===== config.mk =====
export PLATFORM = sky130hd
export DESIGN_NAME = shift_unit_pipe_flat
export DESIGN_NICKNAME = d
export VERILOG_FILES = /design/src/rtl/shift_unit_pipe_pkg.sv /design/src/rtl/shift_unit_pipe_if.sv /design/src/rtl/shift_unit_pipe_stage.sv /design/src/rtl/shift_unit_pipe.sv /design/src/flat_wrapper.sv
export SDC_FILE = /design/constraint.sdc
export NUM_CORES = 1
export LEC_CHECK = 0
export CAP_MARGIN = 20
export CORE_ASPECT_RATIO = 1.5
export CORE_MARGIN = 8
export CORE_UTILIZATION = 57
export DETAILED_ROUTE_END_ITERATION = 7
export GPL_TIMING_DRIVEN = 0
export PLACE_DENSITY = 0.81
export SLEW_MARGIN = 20
export SYNTH_ARGS = -nofsm -noshare
export SYNTH_HDL_FRONTEND = slang
export SYNTH_SLANG_ARGS = --single-unit
export TNS_END_PERCENT = 30

===== constraint.sdc =====
create_clock -name clk -period 3.9 [get_ports clk]
set_clock_uncertainty 0.1 [all_clocks]
set_input_delay 1.17 -clock clk [delete_from_list [all_inputs] [get_ports clk]]
set_output_delay 1.17 -clock clk [all_outputs]
set_load 0.01 [all_outputs]

===== src/rtl/shift_unit_pipe_pkg.sv =====
// rtl/shift_unit_pipe_pkg.sv - shared types and helpers for the pipelined shifter
// Contents: shift mode encoding, illegal-mode predicate, levels-per-stage split.
package shift_pkg;

  typedef enum logic [2:0] {
    MODE_SLL = 3'd0,
    MODE_SRL = 3'd1,
    MODE_SRA = 3'd2,
    MODE_ROL = 3'd3,
    MODE_ROR = 3'd4
  } shift_mode_e;

  function automatic logic mode_illegal(input logic [2:0] mode);
    return mode > 3'd4;
  endfunction

  // Mux levels handled per register stage; earlier stages get the larger share.
  function automatic int levels_per_stage(input int shamt_w, input int stages);
    return (shamt_w + stages - 1) / stages;
  endfunction

endpackage


===== src/rtl/shift_unit_pipe_if.sv =====
// rtl/shift_unit_pipe_if.sv - request/response handshake bundle for the shifter
// Request side : in_valid, in_ready, in_data[N], in_shamt[SHAMT_W], in_mode[3]
// Response side: out_valid, out_ready, out_data[N], out_carry, out_zero, out_err
interface shift_unit_pipe_if #(
  parameter int N = 16
) ();
  localparam int SHAMT_W = $clog2(N);

  logic               in_valid;
  logic               in_ready;
  logic [N-1:0]       in_data;
  logic [SHAMT_W-1:0] in_shamt;
  logic [2:0]         in_mode;
  logic               out_valid;
  logic               out_ready;
  logic [N-1:0]       out_data;
  logic               out_carry;
  logic               out_zero;
  logic               out_err;

  modport master (
    output in_valid, in_data, in_shamt, in_mode, out_ready,
    input  in_ready, out_valid, out_data, out_carry, out_zero, out_err
  );

  modport slave (
    input  in_valid, in_data, in_shamt, in_mode, out_ready,
    output in_ready, out_valid, out_data, out_carry, out_zero, out_err
  );
endinterface


===== src/rtl/shift_unit_pipe_stage.sv =====
// rtl/shift_unit_pipe_stage.sv - combinational mux levels LO..HI for all shift modes
// Ports: data_i/shamt_i/mode_i/carry_i in, data_o/carry_o out (shifted data, carry candidate).
module shift_stage
  import shift_pkg::*;
#(
  parameter int N       = 16,
  parameter int SHAMT_W = 4,
  parameter int LO      = 0,
  parameter int HI      = 1
) (
  input  logic [N-1:0]       data_i,
  input  logic [SHAMT_W-1:0] shamt_i,
  input  logic [2:0]         mode_i,
  input  logic               carry_i,
  output logic [N-1:0]       data_o,
  output logic               carry_o
);

  logic [N-1:0]       d;
  logic [N-1:0]       t;
  logic [SHAMT_W-1:0] sel;
  logic               c;

  // Levels are applied in ascending order, so the candidate left by the last
  // applied level is the overall last bit shifted out of the original operand.
  always_comb begin
    d   = data_i;
    c   = carry_i;
    t   = '0;
    sel = '0;
    if (!mode_illegal(mode_i)) begin
      for (int k = 0; k < SHAMT_W; k++) begin
        sel = shamt_i >> k;
        if (k >= LO && k <= HI && sel[0]) begin
          case (mode_i)
            MODE_SLL: begin
              t = d >> (N - (1 << k));
              c = t[0];
              d = d << (1 << k);
            end
            MODE_SRL: begin
              t = d >> ((1 << k) - 1);
              c = t[0];
              d = d >> (1 << k);
            end
            MODE_SRA: begin
              t = d >> ((1 << k) - 1);
              c = t[0];
              d = $unsigned($signed(d) >>> (1 << k));
            end
            MODE_ROL: d = (d << (1 << k)) | (d >> (N - (1 << k)));
            MODE_ROR: d = (d >> (1 << k)) | (d << (N - (1 << k)));
            default: ;
          endcase
        end
      end
    end
    data_o  = d;
    carry_o = c;
  end

endmodule


===== src/rtl/shift_unit_pipe.sv =====
// rtl/shift_unit_pipe.sv - pipelined SLL/SRL/SRA/ROL/ROR shifter with valid/ready on both sides
// Ports: clk, rst_n (async, active-low), bus (shift_unit_pipe_if.slave: in_* request, out_* result).
module shift_unit_pipe
  import shift_pkg::*;
#(
  parameter int N      = 16,
  parameter int STAGES = 2
) (
  input  logic               clk,
  input  logic               rst_n,
  shift_unit_pipe_if.slave   bus
);

  localparam int SHAMT_W = $clog2(N);
  localparam int LPS     = levels_per_stage(SHAMT_W, STAGES);

  // Index s holds the inputs seen by combinational stage s.
  logic [STAGES-1:0][N-1:0]       st_data;
  logic [STAGES-1:0][SHAMT_W-1:0] st_shamt;
  logic [STAGES-1:0][2:0]         st_mode;
  logic [STAGES-1:0]              st_carry;
  logic [STAGES-1:0]              st_err;
  logic [STAGES-1:0]              st_valid;

  logic [N-1:0] fin_data;
  logic         fin_carry_cand;
  logic         fin_carry;
  logic         advance;

  logic         out_valid_d, out_valid_q;
  logic [N-1:0] out_data_d,  out_data_q;
  logic         out_carry_d, out_carry_q;
  logic         out_err_d,   out_err_q;

  // Whole pipeline moves together; bubbles are not squeezed out.
  always_comb advance = bus.out_ready || !out_valid_q;

  assign st_data[0]  = bus.in_data;
  assign st_shamt[0] = bus.in_shamt;
  assign st_mode[0]  = bus.in_mode;
  assign st_carry[0] = 1'b0;
  assign st_err[0]   = mode_illegal(bus.in_mode);
  assign st_valid[0] = bus.in_valid;

  for (genvar s = 0; s < STAGES; s++) begin : g_stage
    localparam int LO = s * LPS;
    localparam int HI = (((s + 1) * LPS < SHAMT_W) ? (s + 1) * LPS : SHAMT_W) - 1;

    logic [N-1:0] nxt_data;
    logic         nxt_carry;

    shift_stage #(.N(N), .SHAMT_W(SHAMT_W), .LO(LO), .HI(HI)) u_stage (
      .data_i  (st_data[s]),
      .shamt_i (st_shamt[s]),
      .mode_i  (st_mode[s]),
      .carry_i (st_carry[s]),
      .data_o  (nxt_data),
      .carry_o (nxt_carry)
    );

    if (s < STAGES - 1) begin : g_mid
      logic [N-1:0]       data_d,  data_q;
      logic [SHAMT_W-1:0] shamt_d, shamt_q;
      logic [2:0]         mode_d,  mode_q;
      logic               carry_d, carry_q;
      logic               err_d,   err_q;
      logic               valid_d, valid_q;

      always_comb begin
        data_d  = data_q;
        shamt_d = shamt_q;
        mode_d  = mode_q;
        carry_d = carry_q;
        err_d   = err_q;
        valid_d = valid_q;
        if (advance) begin
          data_d  = nxt_data;
          shamt_d = st_shamt[s];
          mode_d  = st_mode[s];
          carry_d = nxt_carry;
          err_d   = st_err[s];
          valid_d = st_valid[s];
        end
      end

      always_ff @(posedge clk) begin
        data_q  <= data_d;
        shamt_q <= shamt_d;
        mode_q  <= mode_d;
        carry_q <= carry_d;
        err_q   <= err_d;
      end

      always_ff @(posedge clk or negedge rst_n) begin
        if (!rst_n) valid_q <= 1'b0;
        else        valid_q <= valid_d;
      end

      assign st_data[s+1]  = data_q;
      assign st_shamt[s+1] = shamt_q;
      assign st_mode[s+1]  = mode_q;
      assign st_carry[s+1] = carry_q;
      assign st_err[s+1]   = err_q;
      assign st_valid[s+1] = valid_q;
    end else begin : g_last
      assign fin_data       = nxt_data;
      assign fin_carry_cand = nxt_carry;
    end
  end

  // Rotates lose nothing, so their carry is the wrapped bit of the result.
  always_comb begin
    fin_carry = fin_carry_cand;
    case (st_mode[STAGES-1])
      MODE_ROL: fin_carry = fin_data[0];
      MODE_ROR: fin_carry = fin_data[N-1];
      default:  ;
    endcase
    if (st_shamt[STAGES-1] == '0 || st_err[STAGES-1]) fin_carry = 1'b0;

    out_valid_d = out_valid_q;
    out_data_d  = out_data_q;
    out_carry_d = out_carry_q;
    out_err_d   = out_err_q;
    if (advance) begin
      out_valid_d = st_valid[STAGES-1];
      out_data_d  = fin_data;
      out_carry_d = fin_carry;
      out_err_d   = st_err[STAGES-1];
    end
  end

  always_ff @(posedge clk or negedge rst_n) begin
    if (!rst_n) begin
      out_valid_q <= 1'b0;
      out_data_q  <= '0;
      out_carry_q <= 1'b0;
      out_err_q   <= 1'b0;
    end else begin
      out_valid_q <= out_valid_d;
      out_data_q  <= out_data_d;
      out_carry_q <= out_carry_d;
      out_err_q   <= out_err_d;
    end
  end

  assign bus.in_ready  = advance;
  assign bus.out_valid = out_valid_q;
  assign bus.out_data  = out_data_q;
  assign bus.out_carry = out_carry_q;
  assign bus.out_err   = out_err_q;
  assign bus.out_zero  = (out_data_q == '0);

endmodule


===== src/flat_wrapper.sv =====
// flat-port wrapper written by rule: the top's interface ports become plain ports
module shift_unit_pipe_flat import shift_pkg::*;
#(
  parameter int N      = 16,
  parameter int STAGES = 2
)
  (clk, rst_n, bus_in_valid, bus_in_data, bus_in_shamt, bus_in_mode, bus_out_ready, bus_in_ready, bus_out_valid, bus_out_data, bus_out_carry, bus_out_zero, bus_out_err);
  shift_unit_pipe_if #(.N(N)) bus_i ();
  input  logic clk;
  input  logic rst_n;
  input wire logic [$bits(bus_i.in_valid)-1:0] bus_in_valid;
  input wire logic [$bits(bus_i.in_data)-1:0] bus_in_data;
  input wire logic [$bits(bus_i.in_shamt)-1:0] bus_in_shamt;
  input wire logic [$bits(bus_i.in_mode)-1:0] bus_in_mode;
  input wire logic [$bits(bus_i.out_ready)-1:0] bus_out_ready;
  output wire logic [$bits(bus_i.in_ready)-1:0] bus_in_ready;
  output wire logic [$bits(bus_i.out_valid)-1:0] bus_out_valid;
  output wire logic [$bits(bus_i.out_data)-1:0] bus_out_data;
  output wire logic [$bits(bus_i.out_carry)-1:0] bus_out_carry;
  output wire logic [$bits(bus_i.out_zero)-1:0] bus_out_zero;
  output wire logic [$bits(bus_i.out_err)-1:0] bus_out_err;
  assign bus_i.in_valid = bus_in_valid;
  assign bus_i.in_data = bus_in_data;
  assign bus_i.in_shamt = bus_in_shamt;
  assign bus_i.in_mode = bus_in_mode;
  assign bus_i.out_ready = bus_out_ready;
  assign bus_in_ready = bus_i.in_ready;
  assign bus_out_valid = bus_i.out_valid;
  assign bus_out_data = bus_i.out_data;
  assign bus_out_carry = bus_i.out_carry;
  assign bus_out_zero = bus_i.out_zero;
  assign bus_out_err = bus_i.out_err;
  shift_unit_pipe #(.N(N), .STAGES(STAGES)) u_core (.clk(clk), .rst_n(rst_n), .bus(bus_i));
endmodule

After elaboration in Yosys (flattened, before gate mapping)
Index checks and enable logic that the tools add are counted.
- flip-flop bits (word level): 45
- input bits: 27
- muxes and demuxes: 23
- bitwise logic cells: 7
- eq/ne operators: 8
- order comparisons: 2
- reductions and logical operators: 10
- operators by type and width (operator ; number):
    $pmux 16 s5 ; 3
    $mux 16 ; 8
    $pmux 16 s4 ; 1
    $logic_not 16->1 ; 1
    $or 12x16->16 ; 1
    $or 14x16->16 ; 1
    $or 15x16->16 ; 1
    $or 16x1->16 ; 1
    $or 16x2->16 ; 1
    $or 16x4->16 ; 1
    $or 8x16->16 ; 1
    $eq 3x2->1 const B ; 4
    $pmux 1 s2 ; 5
    $eq 3x1->1 const B ; 2
    $eq 3x3->1 const B ; 2
    $gt 3x3->1 const B ; 2
    $logic_not 3->1 ; 2
    $mux 1 ; 6
    $reduce_or 2->1 ; 3
    $logic_not 4->1 ; 1
    $logic_or 1x1->1 ; 2
    $logic_not 1->1 ; 1

Longest topological paths before layout
- depth after elaboration: 10
- mapped depth: 8
- mapped depth without buffers: 6

By module
From an unflattened synthesis, not the netlist that was laid out.
- cell total of the unflattened synthesis: 573
- area, all modules: 4423.0 µm²
- modules (own cells, without submodules) (module ; cells each ; instances ; area each (µm²) ; seq. area each (µm²)):
    shift_unit_pipe ; 123 ; 1 ; 1619.1 ; 1251.2
    shift_stage (u_core.g_stage[0].u_stage) ; 241 ; 1 ; 1532.7 ; 0.0
    shift_stage (u_core.g_stage[1].u_stage) ; 209 ; 1 ; 1271.2 ; 0.0

Least setup slack after synthesis
No wires, ideal clock.
- path type: input port to output port
- from: input bus_out_ready
- to: output bus_in_ready
- required time: 2630 ps
- stages: 4
- path slack: 144 ps
- buffers on the path: 2
- data arrival time: 2486 ps
- path through: nor2b_1 > clkbuf_1 > clkinv_1 > clkbuf_1
- longest elaborated chain between the ends: 1
- ends and longest elaborated chain (item ; RTL line ; RTL):
    start: declaration ; flat_wrapper.sv:15 ; input wire logic [$bits(bus_i.out_ready)-1:0] bus_out_ready;
    $logic_or 1x1->1 ; shift_unit_pipe.sv:36 ; always_comb advance = bus.out_ready || !out_valid_q;
    end: declaration ; flat_wrapper.sv:16 ; output wire logic [$bits(bus_i.in_ready)-1:0] bus_in_ready;
No other way between the ends.

Worst setup path after layout
Ends and elaborated chain as after synthesis.

==> flow_summary.toml <==
[power]
leakage_nw = 1.83
ir_worst_vdd_mv = 0.211
p_sw_mw = 0.735
internal-power_mw = 1.13
clkPwrFrac_pct = 18.7
p_seq_share_pct = 37.8
sw_frac_of_total_pct = 39.3
powerDensity_mw_per_mm2 = 375
comb_power_share_pct = 43.4

[clock_tree]
cts_setup_buffers = 0
cts_sinks = 45
clk_pin_slew_ps = 80
cts_tree = "done"
cts-root-buf = "clkbuf_8"
htreeDepth = 2
clockBufferDepth = 2
insertion_delay_ps = 310
cts_inserted_buffers = 5

[critical_path]
critPathTopFamily = "buffers and inverters"
critPathCaptureType = "output port"
crit_chain = "clkdlybuf4s50_1 > nor2b_1 > clkbuf_8 > clkinv_8 > buf_16 > dlygate4sd2_1"
critPathBufInv = 5
crit_required_ps = 2630
critPathKind = "in -> out"
arrival_ps = 2550
critPathLaunchType = "primary input"
slowest_stage = "clkdlybuf4s50_1"
crit_fanout = 28
critPathMaxStageDelay_ps = 400

[route]
drtAntennaViolNets = 0
wire_per_inst_um = 23.9
wl_mm = 16.5
drtPass1Iterations = 8
wl_met2_mm = 8.10
viasPerCell = 7.36
drt_iter0_drc = 752
route.top_layer_used = "met4"
vias = 5103
route.met3.wl_mm = 1.55
met1_length_mm = 5.38
route.detailed.drc = 0

[logic_synthesis]
synthArstFlopShare_pct = 44.4
synth_top_area_cell = "edfxtp_1"
ys.flop_type = "edfxtp_1"
netlist_area_mm2 = 0.00425
synth_cell_type_count = 77
syn_inst = 540
yosys.area.top_type_share_pct = 17.7
synth_seq_area_share_pct = 29.4
ys_ff_latch = 45
yosysWarnings = 0
synth_edf_count = 25
postSynthAreaPerCell_um2 = 7.87
synth.area.top_cells = "edfxtp_1 (18%), dfrtp_1 (12%), a21oi_1 (5.8%), nor2_1 (4.5%), nand2_1 (4.3%)"
synth.net_count = 567

[placed_design]
dp_cells = 686
io_buffer_count = 45
placed_area_mm2 = 0.00485
place_congestion = 1.16
place_hpwl_mm = 12.4

[cells_and_area]
syn_to_final_growth_pct = 17.1
antenna_cells = 0
nets = 619
final_area_mm2 = 0.00498
final_cell_mix = "nor2_1 (51), a21oi_1 (49), nand2_1 (49), clkdlybuf4s50_1 (44), clkbuf_1 (26)"
post_route_cells_drive_above_1_share_pct = 10.1
final_common_cell = "nor2_1"
layout.cells.non_filler = 693

[outcome]
status = "completed"

[flow_run]
cap_violations = 0

[global_routing]
gr-total-overflow = 0
grt_usage_pct = 31.7
grt_max_degree = 29
antenna_found_initial = 0
grt_first_pass_wirelength_mm = 26.1
grt_pass1_vias = 5052

[floorplanning]
die_h_um = 122
core_mm2 = 0.00723
dieArea_mm2 = 0.0105
die_x_um = 86.5
placementRows = 38
start_util_pct = 58.8
pin_count = 48

[timing]
worst_pin_slew_ps = 859
finalSetupViolCount = 0
finalCriticalPeriod_ps = 3820
max_freq_mhz = 262
rsz0062_at_grt = "false"
hold_viol = 0
period_share_pct = 97.9
drv_slew = 0
maxSlewHeadroom_pct = 42.5

[hold_path]
hold_class = "reg -> reg"
cell families (layout without fill, tap and decap cells):
group                    Yosys count  after routing  synth area share [%]
AO/OA/AOI/OAI                    207            207                  33.6
XOR/XNOR                           3              3                  1.41
adder cells (fa/ha/maj)            3              3                 0.707
buffers and inverters             63            116                  6.21
flip-flops                        45             45                  29.4
multiplexers                      20             20                  5.12
AND/OR/NAND/NOR                  199            199                  23.5
repair_timing:
item	4_1_cts	5_1_grt
hold buffers	0	0
resized for setup	7	0
endpoints found under the setup margin	1	0
synthesized netlist by cell type, types with 4 or more instances:
cell type and count:
o21bai_1 4, nor2_1 51, a221oi_1 8, a32oi_1 4
nor2b_1 9, or2_2 6, a41oi_1 6, mux2i_1 15
nand3_1 18, nor3b_1 7, clkbuf_1 27, nor4_1 6
nand2b_1 8, and3_1 7, nand4_1 5, o21a_1 6
nand2_1 49, o211ai_1 5, o22ai_1 12, a31o_2 4
nor3_1 12, a31oi_1 16, edfxtp_1 25, inv_1 13
o31ai_1 5, a21oi_1 49, nand3b_1 6, o221a_2 7
mux2_2 4, dfrtp_1 20, buf_2 16, o21ai_1 7
o221ai_1 4, o21ai_0 25, a211oi_1 13
registers in the layout (all words and copies together) (netlist names):
| name | cells |
|---|---|
| u_core.g_stage.g_mid.shamt_q | 4 |
| u_core.bus.out_carry | 1 |
| u_core.bus.out_valid | 1 |
| u_core.g_stage.g_mid.carry_q | 1 |
| u_core.g_stage.g_mid.mode_q | 3 |
| u_core.g_stage.g_mid.data_q | 16 |
| u_core.g_stage.g_mid.valid_q | 1 |
| u_core.bus.out_data | 16 |
| u_core.bus.out_err | 1 |
| u_core.g_stage.g_mid.err_q | 1 |
power groups by stage:
stage | combinational (mW) | clock (mW) | sequential (mW)
after floorplan | 0.454 | 0 | 0.698
after global placement | 0.758 | 0 | 0.709
after detailed placement | 0.778 | 0 | 0.711
after CTS | 0.783 | 0.350 | 0.700
after global routing | 0.862 | 0.370 | 0.714
final | 0.811 | 0.350 | 0.707
final timing paths:
path                            cells past startpoint                              start                      end  slack [ps]
worst max-delay path                                6                      bus_out_ready             bus_in_ready          80
worst min-delay path                                2                 u_core.bus.out_err       u_core.bus.out_err         380
worst max register to register                      7  u_core.g_stage[0].g_mid.mode_q[0]  u_core.bus.out_data[14]        1420
worst min register to register                      2                 u_core.bus.out_err       u_core.bus.out_err         380
max in group asynchronous                           1                              rst_n  u_core.bus.out_data[11]        1930
min in group asynchronous                           1                              rst_n   u_core.bus.out_data[3]        1240
worst reg2reg max path, cell delays in order (launching register included):
cell and delay, ps:
edfxtp_1 370, buf_2 210, buf_2 220, nor2_1 480, o21ai_0 150, a221oi_1 510
a21oi_1 140, o31ai_1 210
through the flow:
| step | power, mW | setup slack [ps] | utilization [%] | hold slack, ps | TNS [ps] |
|---|---|---|---|---|---|
| 4_1_cts | 1.83 | 87.0 | 68.9 | 382 | 0 |
| 6_report | 1.87 | 82.0 | 68.9 | 379 | 0 |
| 2_1_floorplan | 1.15 | 144 | - | 330 | 0 |
| 3_5_place_dp | 1.49 | -946 | 67.2 | 362 | -954 |
| 5_1_grt | 1.95 | 4.66 | 68.9 | 422 | 0 |
| 3_3_place_gp | 1.47 | -1640 | 66.8 | 350 | -4440 |
per-layer routing:
layer / vias to the layer above / track usage [%]
li1: 2187 / -
met1: 2287 / 31.1
met2: 477 / 55.5
met3: 152 / 7.22
met4: 0 / 26.2
met5: - / 0
layout make-up:
| class | count | area (um^2) |
|---|---|---|
| multi-input combinational | 432 | 2730 |
| fill | 645 | 2250 |
| sequential | 45 | 1250 |
| timing repair buffer | 46 | 477 |
| buffer | 47 | 214 |
| tap | 100 | 125 |
| clock buffer | 6 | 72.6 |
| inverter | 15 | 68.8 |
| clock inverter | 2 | 33.8 |
(Power assumes the default switching activity.)
